### src/rtl/load_store_unit.sv
// Single-outstanding load/store unit: aligns stores onto a 32-bit word memory,
// extracts and extends loads, and faults on misaligned or illegal-size requests.
module load_store_unit #(
  parameter int MEM_LATENCY = 1
) (
  input  logic        clock,
  input  logic        reset,
  input  logic        reqValid,
  output logic        reqReady,
  input  logic        reqWrite,
  input  logic [31:0] reqAddr,
  input  logic [31:0] reqWdata,
  input  logic [1:0]  reqSize,
  input  logic        reqUnsigned,
  output logic        respValid,
  input  logic        respReady,
  output logic [31:0] respRdata,
  output logic        respFault,
  output logic        memValid,
  output logic        memWriteEnable,
  output logic [31:0] memWriteAddr,
  output logic [31:0] memWriteData,
  output logic [3:0]  memWriteMask,
  output logic [31:0] memReadAddr,
  input  logic [31:0] memReadData
);

  typedef enum logic [1:0] {IDLE, ACCESS, WAIT, RESP} state_t;

  localparam logic [3:0] LAT_M1 = 4'(MEM_LATENCY - 1);

  state_t      state_q, state_d;
  logic [3:0]  cnt_q, cnt_d;
  logic        write_q, uns_q, fault_q;
  logic [31:0] addr_q, wdata_q, rdata_q;
  logic [1:0]  size_q;

  logic        hs, illegal;
  logic [31:0] rd_shift, ld_ext;
  logic [3:0]  mask_base;

  assign hs = reqValid && reqReady;

  always_comb begin
    illegal = 1'b0;
    case (reqSize)
      2'd1:    illegal = reqAddr[0];
      2'd2:    illegal = (reqAddr[1:0] != 2'b00);
      2'd3:    illegal = 1'b1;
      default: illegal = 1'b0;
    endcase
  end

  // Memory returns the whole aligned word; bring the addressed lane down to bit 0.
  assign rd_shift = memReadData >> {addr_q[1:0], 3'b000};

  always_comb begin
    ld_ext = rd_shift;
    case (size_q)
      2'd0:    ld_ext = {{24{~uns_q & rd_shift[7]}}, rd_shift[7:0]};
      2'd1:    ld_ext = {{16{~uns_q & rd_shift[15]}}, rd_shift[15:0]};
      default: ld_ext = rd_shift;
    endcase
  end

  always_comb begin
    mask_base = 4'b0000;
    case (size_q)
      2'd0:    mask_base = 4'b0001;
      2'd1:    mask_base = 4'b0011;
      2'd2:    mask_base = 4'b1111;
      default: mask_base = 4'b0000;
    endcase
  end

  always_ff @(posedge clock) begin
    if (reset) begin
      state_q <= IDLE;
      cnt_q   <= '0;
      write_q <= 1'b0;
      uns_q   <= 1'b0;
      fault_q <= 1'b0;
      addr_q  <= '0;
      wdata_q <= '0;
      size_q  <= '0;
      rdata_q <= '0;
    end else begin
      state_q <= state_d;
      cnt_q   <= cnt_d;
      if (hs) begin
        write_q <= reqWrite;
        addr_q  <= reqAddr;
        wdata_q <= reqWdata;
        size_q  <= reqSize;
        uns_q   <= reqUnsigned;
        fault_q <= illegal;
        rdata_q <= '0;
      end
      // The memory is combinational, so the read word is valid by the end of ACCESS.
      if (state_q == ACCESS)
        rdata_q <= write_q ? 32'd0 : ld_ext;
    end
  end

  always_comb begin
    state_d        = state_q;
    cnt_d          = cnt_q;
    reqReady       = 1'b0;
    respValid      = 1'b0;
    memValid       = 1'b0;
    memWriteEnable = 1'b0;
    memWriteAddr   = '0;
    memReadAddr    = '0;
    memWriteData   = '0;
    memWriteMask   = '0;
    case (state_q)
      IDLE: begin
        reqReady = 1'b1;
        if (reqValid) state_d = illegal ? RESP : ACCESS;
      end
      ACCESS: begin
        memValid     = 1'b1;
        memWriteAddr = {addr_q[31:2], 2'b00};
        memReadAddr  = {addr_q[31:2], 2'b00};
        if (write_q) begin
          memWriteEnable = 1'b1;
          memWriteData   = wdata_q << {addr_q[1:0], 3'b000};
          memWriteMask   = mask_base << addr_q[1:0];
        end
        if (MEM_LATENCY <= 1) begin
          state_d = RESP;
        end else begin
          state_d = WAIT;
          cnt_d   = LAT_M1;
        end
      end
      WAIT: begin
        cnt_d = cnt_q - 4'd1;
        if (cnt_q <= 4'd1) state_d = RESP;
      end
      RESP: begin
        respValid = 1'b1;
        if (respReady) state_d = IDLE;
      end
      default: state_d = IDLE;
    endcase
  end

  assign respRdata = (state_q == RESP) ? rdata_q : 32'd0;
  assign respFault = (state_q == RESP) && fault_q;

endmodule

### config.mk
export PLATFORM = sky130hd
export DESIGN_NAME = load_store_unit
export DESIGN_NICKNAME = d
export VERILOG_FILES = /design/src/rtl/load_store_unit.sv
export SDC_FILE = /design/constraint.sdc
export NUM_CORES = 1
export LEC_CHECK = 0
export CORE_UTILIZATION = 30
export DETAILED_ROUTE_END_ITERATION = 16
export PLACE_DENSITY = 0.7
export SLEW_MARGIN = 5
export SYNTH_ARGS = -nofsm -noshare
export SYNTH_HDL_FRONTEND = slang
export SYNTH_SLANG_ARGS = --single-unit
### constraint.sdc
create_clock -name clock -period 2.1 [get_ports clock]
set_input_delay 0.525 -clock clock [delete_from_list [all_inputs] [get_ports clock]]
set_output_delay 0.525 -clock clock [all_outputs]
set_load 0.02 [all_outputs]
* Word-level counts from Yosys, hierarchy flattened
Index checks and enable logic that the tools add are counted.
** Storage, ports and cells
- Bits in registers :: 107
- Input bits :: 104
- Output and inout bits :: 137
- Word-level logic and storage cells :: 57
** Operators by class
- Add/sub/neg operators :: 1
- Magnitude comparators :: 1
- Equality and inequality tests :: 11
- Shift-type cells :: 3
- Muxes and demuxes :: 22
- Bitwise gates (word level) :: 3
- Reduce and logical (&&, ||, !) cells :: 7
** Operators with widths (number)
- $mux W32 :: 7
- $pmux W32 S2 :: 1
- $shl A32 B5 Y32 :: 1
- $shr A32 B5 Y32 :: 1
- $pmux W4 S3 :: 1
- $eq A2 B2 Y1 const B :: 5
- $mux W2 :: 4
- $mux W4 :: 2
- $pmux W2 S4 :: 1
- $eq A2 B1 Y1 const B :: 3
- $ne A2 B2 Y1 const B :: 3
- $mux W1 :: 5
- $le A4 B1 Y1 const B :: 1
- $logic_not A2 Y1 :: 2
- $reduce_bool A2 Y1 :: 2
- $shl A4 B2 Y4 :: 1
- $sub A4 B1 Y4 const B :: 1
- $pmux W1 S3 :: 1
- $reduce_and A3 Y1 :: 1
- $and A1 B1 Y1 :: 2
- $logic_and A1 B1 Y1 :: 2
- $not A1 Y1 :: 1

* Logic depth before layout (Yosys ltp)
- Depth after elaboration :: 5
- Mapped depth :: 8
- Mapped depth without buffers :: 6

* Worst setup path before layout
OpenSTA, ideal clock, no wires.
- Kind :: reg2out
- From :: register state_q[1]
- To :: output memWriteMask[1]
- Arrival :: 1.904 ns
- Data required time :: 1.575 ns
- Slack :: -0.329 ns
- Cell stages (with the launch flop) :: 7
- Cell sequence :: dfxtp_1 inv_1 ha_1 nand2_1 or2_2 clkbuf_1 nor3b_1
** Between the ends
- Cells in the longest elaborated chain, start to end :: 2
** Ends and longest elaborated chain
- start, declared :: RTL line 32 : state_t state_q, state_d;
- start signal, assigned :: RTL line 88 : state_q <= state_d;
- $eq A2 B1 Y1 :: RTL line 116 : case (state_q)
- $mux W4 :: RTL line 116
- end, declared :: RTL line 23 : output logic [3:0] memWriteMask,
No other way between the ends.

* Final worst setup path
- From :: register state_q[1]
- To :: output memWriteData[0]
** Between the ends
- Cells in the longest elaborated chain, start to end :: 2
** Ends and longest elaborated chain
- $eq A2 B1 Y1 :: RTL line 116
- $mux W32 :: RTL line 116
- end, declared :: RTL line 22 : output logic [31:0] memWriteData,
No other way between the ends.

==> impl_results.md <==
* Via count at 5879
* Average cell area after synthesis at 7.669 sq um
* Hold Fails Final Rpt at 0
* XOR/XNOR Fraction of Synth Area at 0.004479
* Die height at 141.8 um
* GP Congestion at 0.8375
* Clk pin slew, worst setup/hold paths at 0.08 ns
* Most frequent CP cell: buf_6
* Mapped cell area at 0.005867 sq mm
* Outcome: finished, violations left
* Die width at 141.8 um
* Pre-Repair DR Iteration Count at 7
* Ys Warns at 0
* Final layout net count at 1111
* Slew @ Worst Pin at 0.5372 ns
* Std cell rows at 50
* Synthesis-to-layout area growth at 54.04%
* Crit path kind: register to output port
* Fin crit period at 2.223 ns
* DR DRC count at 0
* Synth cell types at 46
* IR drop worst, VDD at 0.4739 mV
* Worst hold-check path type: register to register
* Gr usage total at 0.1861
* GRT overflow at 0
* Avg WL per Cell at 15.37 um
* First-pass GRT wire length at 29330 um
* Pin count of the biggest net entering global routing at 42
* Final wirelength at 19400 um
* H-tree depth at 3
* Pwr dens at 905.3 mW/mm^2
* PortBufs at 236
* Setup WS post-layout at -0.1226 ns
* Layout cell share with drive strength beyond 1 at 0.3064
* Failing checks: setup timing
* DR vias/cell at 4.658
* Crit path required time at 1.57 ns
* Full die area at 0.02012 sq mm
* Synth Register Bits at 107
* Max_slew headroom at 0.6405
* Hpwl dp at 13580 um
* Setup crit end kind: output port
* Post-synth ARST share at 0
* Post-layout util at 0.4768
* Sink Count at 107
* Vias in the first global route at 5576
* Num CTS Buffers at 9
* Core box area at 0.01896 sq mm
* Critical-path top delay cell: dfxtp_2
* # setup viols final at 49
* Compound-Gate Fraction of Synth Area at 0.1713
* Tot Pwr at 0.008181 W
* Cells along the critical path: inv_2 > ha_4 > nand2_4 > or2_4 > nor2_4 > buf_6 > and2_4 > buf_6
* Skew final at 0.008001 ns
* Max_cap viols at 0
* Highest clock rate at 449.9 MHz
* ANT cells at 0
* Top_reg_cell synth: dfxtp_1
* Mux share of post-synthesis cell area at 0.08488
* First DRT Iteration DRCs at 291
* Pins over their slew limit at 0
* Largest family of logic cells by synthesized area: simple AND/OR/NAND/NOR gates
* Clock buffer depth at 2
* Clk Latency, worst-skew pair at 0.35 ns
* Post-Place Worst Slack at -0.3328 ns
* Data arrival, critical path at 1.70 ns
* Most frequent cells in the layout: nand2_1, clkdlybuf4s50_1, dfxtp_1
* Post-synthesis instance total at 765
* Root buffer cell: clkbuf_16
* Fin crit share at 1.058
* Simple-gate share of the synthesized area at 0.2623
* Worst-path fanout max at 8
* Post-synthesis sequential area ratio at 0.3651
* IO Pins at 241
* RSZ-0062 raised after global routing: yes
* Leak at 3.695 nW
* Post-Synth Adder-Cell Area at 0.02133
* Commonest non-fill, non-tap cell in the layout: nand2_1
* Final Hold Slack at 0.4466 ns
* Post-synth EDFFs at 0
* Initial core utilization at 0.3095
* DRT antenna net count at 0
* CTS tree: done
* Worst setup SP type: register
* Initial antenna violation count at 0
* Slowest stage delay, CP at 0.33 ns
==> final timing paths <==
check / startpoint / endpoint / slack [ns] / cells after the start
min: rdata_q[23] / rdata_q[23] / 0.45 / 2
max: state_q[1] / memWriteData[0] / -0.12 / 8
max reg2reg: addr_q[1] / rdata_q[31] / 0.14 / 7
min reg2reg: rdata_q[23] / rdata_q[23] / 0.45 / 2
==> cells in the mapped netlist, types with 4 or more instances <==
library cell,count,share of area
a211oi_1,18,0.023
a21oi_1,97,0.083
a32oi_1,7,0.010
and2_1,72,0.077
buf_1,9,0.0058
buf_2,11,0.0094
buf_4,34,0.044
clkbuf_1,33,0.021
dfxtp_1,107,0.37
ha_1,10,0.021
inv_1,9,0.0058
mux2i_1,46,0.078
nand2_1,169,0.11
nand2b_1,4,0.0043
nand3b_1,10,0.013
nor2_1,58,0.037
nor2b_1,9,0.0096
o21ai_0,20,0.017
o21ai_2,10,0.015
==> report_power, final <==
group	switching, W	internal (W)
Sequential	0.000277	0.00247
Clock	0.000827	0.00105
Combinational	0.00200	0.00155
==> logic make-up (layout without fill, tap and decap cells) <==
kind of cell / Yosys count / after routing
AND/OR/NAND/NOR: 333 / 333
AO/OA/AOI/OAI: 164 / 164
flip-flops: 107 / 107
adder cells (fa/ha/maj): 10 / 10
XOR/XNOR: 3 / 3
other: 1 / 4
multiplexers: 48 / 48
buffers and inverters: 99 / 333
==> critical path: cells and delay by family (launching register included) <==
| family | cells | cell delay [ns] |
|---|---|---|
| adder cells (fa/ha/maj) | 1 | 0.15 |
| buffers and inverters | 3 | 0.33 |
| flip-flops | 1 | 0.33 |
| AND/OR/NAND/NOR | 4 | 0.55 |
==> registers in the layout, summed over array words and instances, names as in the netlist <==
signal,flops
addr_q,32
rdata_q,32
wdata_q,32
cnt_q,4
size_q,2
state_q,2
fault_q,1
uns_q,1
write_q,1
==> per-stage QoR <==
stage	cell area, sq um	setup TNS, ns	instances
floorplan	5897	-0.2568	768
global route	9037	-10.41	1262
detailed placement	8633	-12.63	1230
CTS	8786	-2.383	1256
global placement	8633	-11.13	1230
finish	9037	-2.335	1262
==> layout make-up <==
class / instances / area [sq um]
clock inverters: 7 / 97.59
fillers: 1896 / 9918
inverters: 10 / 37.54
repair buffers: 307 / 2610
well taps: 260 / 325.3
clock buffers: 9 / 225.2
multi-input cells: 562 / 3585
flip-flops and latches: 107 / 2157
==> layer usage <==
metal | track usage | share of wire | vias up
li1 | - | - | 2953
met1 | 0.2158 | 0.41 | 2734
met2 | 0.3360 | 0.51 | 171
met3 | 0.04860 | 0.061 | 21
met4 | 0.05093 | 0.016 | 0
met5 | 0 | 0 | -
==> timing repair <==
item                       in CTS  in global routing
gates resized for setup       638                 44
pin swaps                      20                 13
buffers inserted               10                  7
setup endpoints to repair     133                122
gates cloned                    0                  1
hold buffers                    0                  0
(Power assumes the default switching activity.)
